**src/rtl/systemize_ctrl_pkg.sv**
```systemverilog
// rtl/systemize_ctrl_pkg.sv - shared types and constants for the systemizer sequencer
package systemize_ctrl_pkg;

    typedef enum logic [3:0] {
        ST_IDLE,
        ST_LOAD_L,
        ST_START_L,
        ST_WAIT_L,
        ST_REQ_R,
        ST_SKIP_R,
        ST_LOAD_R,
        ST_START_R,
        ST_WAIT_R,
        ST_READ,
        ST_FAIL
    } state_t;

    localparam logic [1:0] OP_FULL    = 2'b00;
    localparam logic [1:0] OP_LEFT    = 2'b01;
    localparam logic [1:0] OP_RIGHT   = 2'b10;
    localparam logic [1:0] OP_ILLEGAL = 2'b11;

    // Words in the whole matrix memory
    function automatic int words_total(input int l, input int k, input int n);
        return l * k / n;
    endfunction

    // Words in the left (square) block
    function automatic int words_left(input int l, input int n);
        return l * l / n;
    endfunction

endpackage

```
**src/rtl/sc_out_fifo.sv**
```systemverilog
// rtl/sc_out_fifo.sv - two-entry FIFO decoupling systemizer read latency from the output port
module sc_out_fifo #(
    parameter int W = 32
) (
    input  logic         clk,
    input  logic         rst_n,
    input  logic         push,
    input  logic [W-1:0] push_data,
    input  logic         pop,
    output logic [W-1:0] head,
    output logic [1:0]   count
);

    logic [W-1:0] mem [2];
    logic         wr_ptr;
    logic         rd_ptr;
    logic         do_push;
    logic         do_pop;

    assign do_push = push && (count != 2'd2);
    assign do_pop  = pop && (count != 2'd0);
    assign head    = mem[rd_ptr];

    // Storage has no reset; emptiness is tracked by count
    always_ff @(posedge clk) begin
        if (do_push) begin
            mem[wr_ptr] <= push_data;
        end
    end

    // Pointer and occupancy bookkeeping
    always_ff @(posedge clk) begin
        if (!rst_n) begin
            wr_ptr <= 1'b0;
            rd_ptr <= 1'b0;
            count  <= 2'd0;
        end else begin
            if (do_push) begin
                wr_ptr <= ~wr_ptr;
            end
            if (do_pop) begin
                rd_ptr <= ~rd_ptr;
            end
            count <= count + {1'b0, do_push} - {1'b0, do_pop};
        end
    end

endmodule

```
**src/rtl/systemize_ctrl.sv**
```systemverilog
// rtl/systemize_ctrl.sv - load/start/readback sequencer for one systemizer instance
module systemize_ctrl
    import systemize_ctrl_pkg::*;
#(
    parameter int N  = 32,
    parameter int L  = 64,
    parameter int K  = 128,
    parameter int M  = 1,
    parameter int AW = $clog2(L * K / N)
) (
    input  logic              clk,
    input  logic              rst_n,
    input  logic              cmd_start,
    output logic              busy,
    output logic              run_done,
    output logic              run_fail,
    output logic              src_restart,
    input  logic              src_valid,
    output logic              src_ready,
    input  logic [N*M-1:0]    src_data,
    input  logic [1:0]        sys_gen_left_op,
    input  logic [1:0]        sys_gen_right_op,
    output logic              sys_start,
    output logic              sys_start_right,
    input  logic              sys_done,
    input  logic              sys_success,
    input  logic              sys_fail,
    output logic              sys_wr_en,
    output logic [AW-1:0]     sys_wr_addr,
    output logic [N*M-1:0]    sys_data_in,
    output logic              sys_rd_en,
    output logic [AW-1:0]     sys_rd_addr,
    input  logic [N*M-1:0]    sys_data_out,
    output logic              out_valid,
    input  logic              out_ready,
    output logic [N*M-1:0]    out_data
);

    localparam int DW = N * M;
    localparam int WT = words_total(L, K, N);
    localparam int WL = words_left(L, N);
    localparam logic [AW-1:0] LAST_T = AW'(WT - 1);
    localparam logic [AW-1:0] LAST_L = AW'(WL - 1);
    localparam logic [AW:0]   WT_CNT = (AW + 1)'(WT);

    state_t          state;
    state_t          state_nx;
    logic [AW-1:0]   addr;
    logic [AW-1:0]   last_addr;
    logic [AW:0]     rd_cnt;
    logic [AW-1:0]   out_cnt;
    logic            rd_inflight;
    logic            done_q;
    logic [1:0]      fifo_count;
    logic [DW-1:0]   fifo_head;
    logic            src_fire;
    logic            pop;
    logic            left_legal;

    assign src_fire    = src_valid && src_ready;
    assign left_legal  = (sys_gen_left_op == OP_FULL) || (sys_gen_left_op == OP_LEFT);
    assign busy        = (state != ST_IDLE);
    assign run_done    = done_q;
    assign sys_wr_en   = src_fire && ((state == ST_LOAD_L) || (state == ST_LOAD_R));
    assign sys_wr_addr = addr;
    assign sys_data_in = sys_wr_en ? src_data : '0;
    assign out_valid   = (fifo_count != 2'd0);
    assign out_data    = out_valid ? fifo_head : '0;
    assign pop         = out_valid && out_ready;
    assign sys_rd_addr = rd_cnt[AW-1:0];
    // A new read only when the FIFO can still hold every word already requested
    assign sys_rd_en   = (state == ST_READ) && (rd_cnt != WT_CNT)
                         && (({1'b0, fifo_count} + {2'b00, rd_inflight}) < 3'd2);

    // State register
    always_ff @(posedge clk) begin
        if (!rst_n) begin
            state <= ST_IDLE;
        end else begin
            state <= state_nx;
        end
    end

    // Next-state decode and single-cycle control pulses
    always_comb begin
        state_nx        = state;
        src_ready       = 1'b0;
        src_restart     = 1'b0;
        sys_start       = 1'b0;
        sys_start_right = 1'b0;
        run_fail        = 1'b0;
        case (state)
            ST_IDLE: begin
                if (cmd_start) begin
                    src_restart = 1'b1;
                    state_nx    = left_legal ? ST_LOAD_L : ST_FAIL;
                end
            end
            ST_LOAD_L: begin
                src_ready = 1'b1;
                if (src_valid && (addr == last_addr)) begin
                    state_nx = ST_START_L;
                end
            end
            ST_START_L: begin
                sys_start = 1'b1;
                state_nx  = ST_WAIT_L;
            end
            ST_WAIT_L: begin
                if (sys_fail) begin
                    state_nx = ST_FAIL;
                end else if (sys_success) begin
                    state_nx = ST_REQ_R;
                end else if (sys_done) begin
                    state_nx = ST_READ;
                end
            end
            ST_REQ_R: begin
                src_restart = 1'b1;
                case (sys_gen_right_op)
                    OP_ILLEGAL: state_nx = ST_FAIL;
                    OP_RIGHT:   state_nx = ST_SKIP_R;
                    default:    state_nx = ST_LOAD_R;
                endcase
            end
            ST_SKIP_R: begin
                src_ready = 1'b1;
                if (src_valid && (addr == LAST_L)) begin
                    state_nx = ST_LOAD_R;
                end
            end
            ST_LOAD_R: begin
                src_ready = 1'b1;
                if (src_valid && (addr == last_addr)) begin
                    state_nx = ST_START_R;
                end
            end
            ST_START_R: begin
                sys_start_right = 1'b1;
                state_nx        = ST_WAIT_R;
            end
            ST_WAIT_R: begin
                if (sys_done) begin
                    state_nx = ST_READ;
                end
            end
            ST_READ: begin
                if (pop && (out_cnt == LAST_T)) begin
                    state_nx = ST_IDLE;
                end
            end
            ST_FAIL: begin
                run_fail = 1'b1;
                state_nx = ST_IDLE;
            end
            default: state_nx = ST_IDLE;
        endcase
    end

    // Address counters; the skip phase counts 0..WL-1 so the right load starts at WL
    always_ff @(posedge clk) begin
        if (!rst_n) begin
            addr        <= '0;
            last_addr   <= '0;
            rd_cnt      <= '0;
            out_cnt     <= '0;
            rd_inflight <= 1'b0;
            done_q      <= 1'b0;
        end else begin
            done_q      <= (state == ST_READ) && pop && (out_cnt == LAST_T);
            rd_inflight <= sys_rd_en;
            case (state)
                ST_IDLE: begin
                    if (cmd_start) begin
                        addr      <= '0;
                        last_addr <= (sys_gen_left_op == OP_LEFT) ? LAST_L : LAST_T;
                    end
                end
                ST_LOAD_L, ST_SKIP_R, ST_LOAD_R: begin
                    if (src_fire) begin
                        addr <= addr + 1'b1;
                    end
                end
                ST_REQ_R: begin
                    addr      <= '0;
                    last_addr <= (sys_gen_right_op == OP_LEFT) ? LAST_L : LAST_T;
                end
                default: ;
            endcase
            if (state == ST_READ) begin
                if (sys_rd_en) begin
                    rd_cnt <= rd_cnt + 1'b1;
                end
                if (pop) begin
                    out_cnt <= out_cnt + 1'b1;
                end
            end else begin
                rd_cnt  <= '0;
                out_cnt <= '0;
            end
        end
    end

    sc_out_fifo #(
        .W (DW)
    ) u_out_fifo (
        .clk       (clk),
        .rst_n     (rst_n),
        .push      (rd_inflight),
        .push_data (sys_data_out),
        .pop       (pop),
        .head      (fifo_head),
        .count     (fifo_count)
    );

endmodule

```
**config.mk**
```make
export PLATFORM = sky130hd
export DESIGN_NAME = systemize_ctrl
export DESIGN_NICKNAME = d
export VERILOG_FILES = /design/src/rtl/systemize_ctrl_pkg.sv /design/src/rtl/sc_out_fifo.sv /design/src/rtl/systemize_ctrl.sv
export SDC_FILE = /design/constraint.sdc
export NUM_CORES = 1
export LEC_CHECK = 0
export ABC_AREA = 1
export BUFFER_PORTS_ARGS = -buffer_cell sky130_fd_sc_hd__buf_2
export CORE_UTILIZATION = 55
export CTS_CLUSTER_SIZE = 24
export DETAILED_ROUTE_END_ITERATION = 10
export MAX_ROUTING_LAYER = met4
export PLACE_DENSITY = 0.9
export SKIP_LAST_GASP = 1
export SYNTH_ARGS = -nofsm -noshare
export SYNTH_HDL_FRONTEND = slang
export SYNTH_SLANG_ARGS = --single-unit
```
**constraint.sdc**
```tcl
create_clock -name clk -period 5.55 [get_ports clk]
set_clock_uncertainty 0.15 [all_clocks]
set_input_delay 0.2775 -clock clk [delete_from_list [all_inputs] [get_ports clk]]
set_output_delay 0.2775 -clock clk [all_outputs]
set_load 0.02 [all_outputs]
```
==> impl_metrics.tcl <==
set metrics [dict create \
    path_clk_slew_ps 100 \
    dieArea_um2 9600 \
    drcViolationCount 12 \
    max_cap_violations 0 \
    drtAntennaViolNets 0 \
    pin_count 166 \
    yosys_register_bits 102 \
    worst-path-max-fanout 33 \
    drt_pre_antenna_iters 9 \
    yosysSeqAreaShare 0.530 \
    wl_met2_um 6000 \
    async_flop_share 0 \
    grt_usage 0.259 \
    syn_to_final_growth_pct 26.1 \
    antennaDiodeCount 0 \
    cp_data_arrival_time_ps 2790 \
    core_area_um2 8810 \
    vias 4681 \
    synth_ff_type "edfxtp_1" \
    status "finished with violations" \
    antenna_found_initial 0 \
    wl_met1_um 5120 \
    drt_iter0_markers 213 \
    synth.area.top_cells "edfxtp_1, dfxtp_1, nand2_1" \
    vdd_ir_drop_max_mv 0.223 \
    p_leak_nw 3.12 \
    power_w 0.00236 \
    violations "design-rule violations" \
    endpoint_kind "output port" \
    nets 882 \
    hold_path.class "input port to flop" \
    rows 34 \
    powerDensity_nw_per_um2 370 \
    yosysWarnings 0 \
    synth.most_common_cell "nand2_1" \
    slowest_stage "dfxtp_1" \
    postCtsSetupBuffers 0 \
    rsz0062_at_grt "no" \
    cts_tree "built" \
    clock-sinks 102 \
    grt_pass1_vias 4248 \
    grt_max_degree 35 \
    synth_edf_count 64 \
    hpwl_um 8550 \
    final_layout_size_suffix_gt1_frac 0.248 \
    design_area_um2 6390 \
    syn_nets 703 \
    tns_ps 0 \
    period_needed_ps 3210 \
    htreeDepth 3 \
    fillers 667 \
    worstPathCellList "inv_1 -> nand2_1 -> a21oi_1 -> buf_2" \
    required_ps 5120 \
    start_util 0.575 \
    synth_top_cell_by_area "edfxtp_1" \
    gp_congestion 0.912 \
    syn_inst 621 \
    grt-ovfl-total 0 \
    avgSynthCellArea_um2 8.16 \
    synth.lib_cells_used.distinct 34 \
    final-hold-violation-count 0 \
    wire_per_inst_um 13.2 \
    die_x_um 98.0 \
    top_layer "met4" \
    critPathMaxStageDelay_ps 1090 \
    io_buffers 165 \
    max_slew_margin 0.231 \
    fp.dieH_um 98.0 \
    clockBufferDepth 2 \
    timing.fmax_mhz 311 \
    startpoint_type "flop" \
    synth_top_area_share 0.379 \
    clk_latency_ps 360 \
    netlist_top_cells_count "nand2_1, inv_1, nor2_1" \
    synth_area_um2 5070 \
    hold_start "sys_gen_left_op[0]" \
    post-route-period-util 0.579 \
    dpl_cell_area_um2 5880 \
    via_per_inst 5.13 \
    wirelength_um 12100 \
    worst_pin_slew_ps 1150 \
    root_buffer "clkbuf_8" \
    grt_first_pass_wirelength_um 19300 \
    path_class "flop to output port" \
    finalSetupViolations 0 \
    wl_met3_um 769 \
    r2r-start "u_out_fifo.count[0]" \
    drv_slew 0 \
    cts_buffers 9 \
]
-- metrics by stage --
step | worst slack [ps] | util | std cells | hold WS [ps]
finish | 2340 | 0.726 | 913 | 84.6
floorplan | 3080 | - | 621 | 226
detailed placement | 2770 | 0.668 | 865 | 296
global route | 2160 | 0.726 | 913 | 99.5
global placement | 2910 | 0.668 | 865 | 285
CTS | 2370 | 0.726 | 913 | 78.9
-- cell families (layout without fill, tap and decap cells) --
| family | after synthesis | in the layout | share of synthesized area |
|---|---|---|---|
| fa+ha+maj | 6 | 6 | 0.0148 |
| flops | 102 | 102 | 0.530 |
| buf+inv | 120 | 304 | 0.100 |
| simple gates | 287 | 287 | 0.235 |
| xor+xnor | 16 | 16 | 0.0277 |
| compound gates | 90 | 90 | 0.0926 |
-- power by group --
group	leakage [nW]	switching (W)	total, W	internal, W
clock	0.0940	0.000264	0.000436	0.000173
combinational	2.15	0.000675	0.000992	0.000317
sequential	0.884	0.0000821	0.000935	0.000853
total	3.12	0.00102	0.00236	0.00134
-- final timing paths --
| path | end | cells past startpoint | slack, ps |
|---|---|---|---|
| worst max-delay path | out_data[6] | 4 | 2340 |
| worst max register to register | u_out_fifo.count[1] | 9 | 3170 |
| worst min-delay path | last_addr[7] | 4 | 80 |
| worst min register to register | out_cnt[7] | 2 | 310 |
-- layer usage --
layer | vias to the layer above | track usage
met2 | 197 | 0.450
met3 | 17 | 0.0329
met1 | 2144 | 0.315
met4 | 0 | 0.0758
met5 | - | -
li1 | 2323 | -
-- layout make-up --
| type | instances | area (um2) | share of cell area |
|---|---|---|---|
| Timing Repair Buffer | 199 | 1160 | 0.182 |
| Sequential cell | 102 | 2680 | 0.420 |
| Inverter | 89 | 339 | 0.0531 |
| Clock inverter | 7 | 61.3 | 0.00959 |
| Tap cell | 108 | 135 | 0.0211 |
| Multi-Input combinational cell | 399 | 1890 | 0.295 |
| Clock buffer | 9 | 124 | 0.0194 |
-- critical path, delay by kind of cell, from the launching register on --
kind,cells,cell delay [ps]
flops,1,1090
buf+inv,2,980
simple gates,1,260
compound gates,1,90
-- layout by cell type, fill, tap and decap left out, types with 2 or more instances in the layout --
cell | netlist | routed
inv_6 | 0 | 2
nand3_1 | 18 | 18
inv_8 | 0 | 2
nand2_4 | 2 | 2
xor2_1 | 15 | 15
nor2_1 | 80 | 78
clkinv_1 | 2 | 2
inv_1 | 85 | 85
and3_1 | 2 | 2
nor3_1 | 4 | 4
dfxtp_1 | 38 | 38
nand2_2 | 3 | 3
dlygate4sd3_1 | 0 | 32
o21ai_0 | 16 | 16
nor2_2 | 4 | 5
clkinv_4 | 1 | 2
nand4_1 | 7 | 7
ha_1 | 6 | 6
buf_4 | 8 | 2
a31oi_1 | 2 | 2
a21oi_1 | 67 | 67
clkbuf_8 | 0 | 9
nand2_1 | 164 | 164
buf_2 | 9 | 165
edfxtp_1 | 64 | 64
-- registers in the layout (all words and copies together) (netlist names), named ones only --
register / count
u_out_fifo.mem: 64
rd_cnt: 9
out_cnt: 8
sys_wr_addr: 8
state: 4
last_addr: 2
u_out_fifo.count: 2
rd_inflight: 1
run_done: 1
u_out_fifo.rd_ptr: 1
u_out_fifo.wr_ptr: 1
-- what timing repair did --
| item | CTS | global route |
|---|---|---|
| hold buffers | 32 | 0 |
| endpoints found under the hold margin | 64 | 0 |
| gates resized for setup | 0 | 0 |
Power figures use the tool's default switching activity.
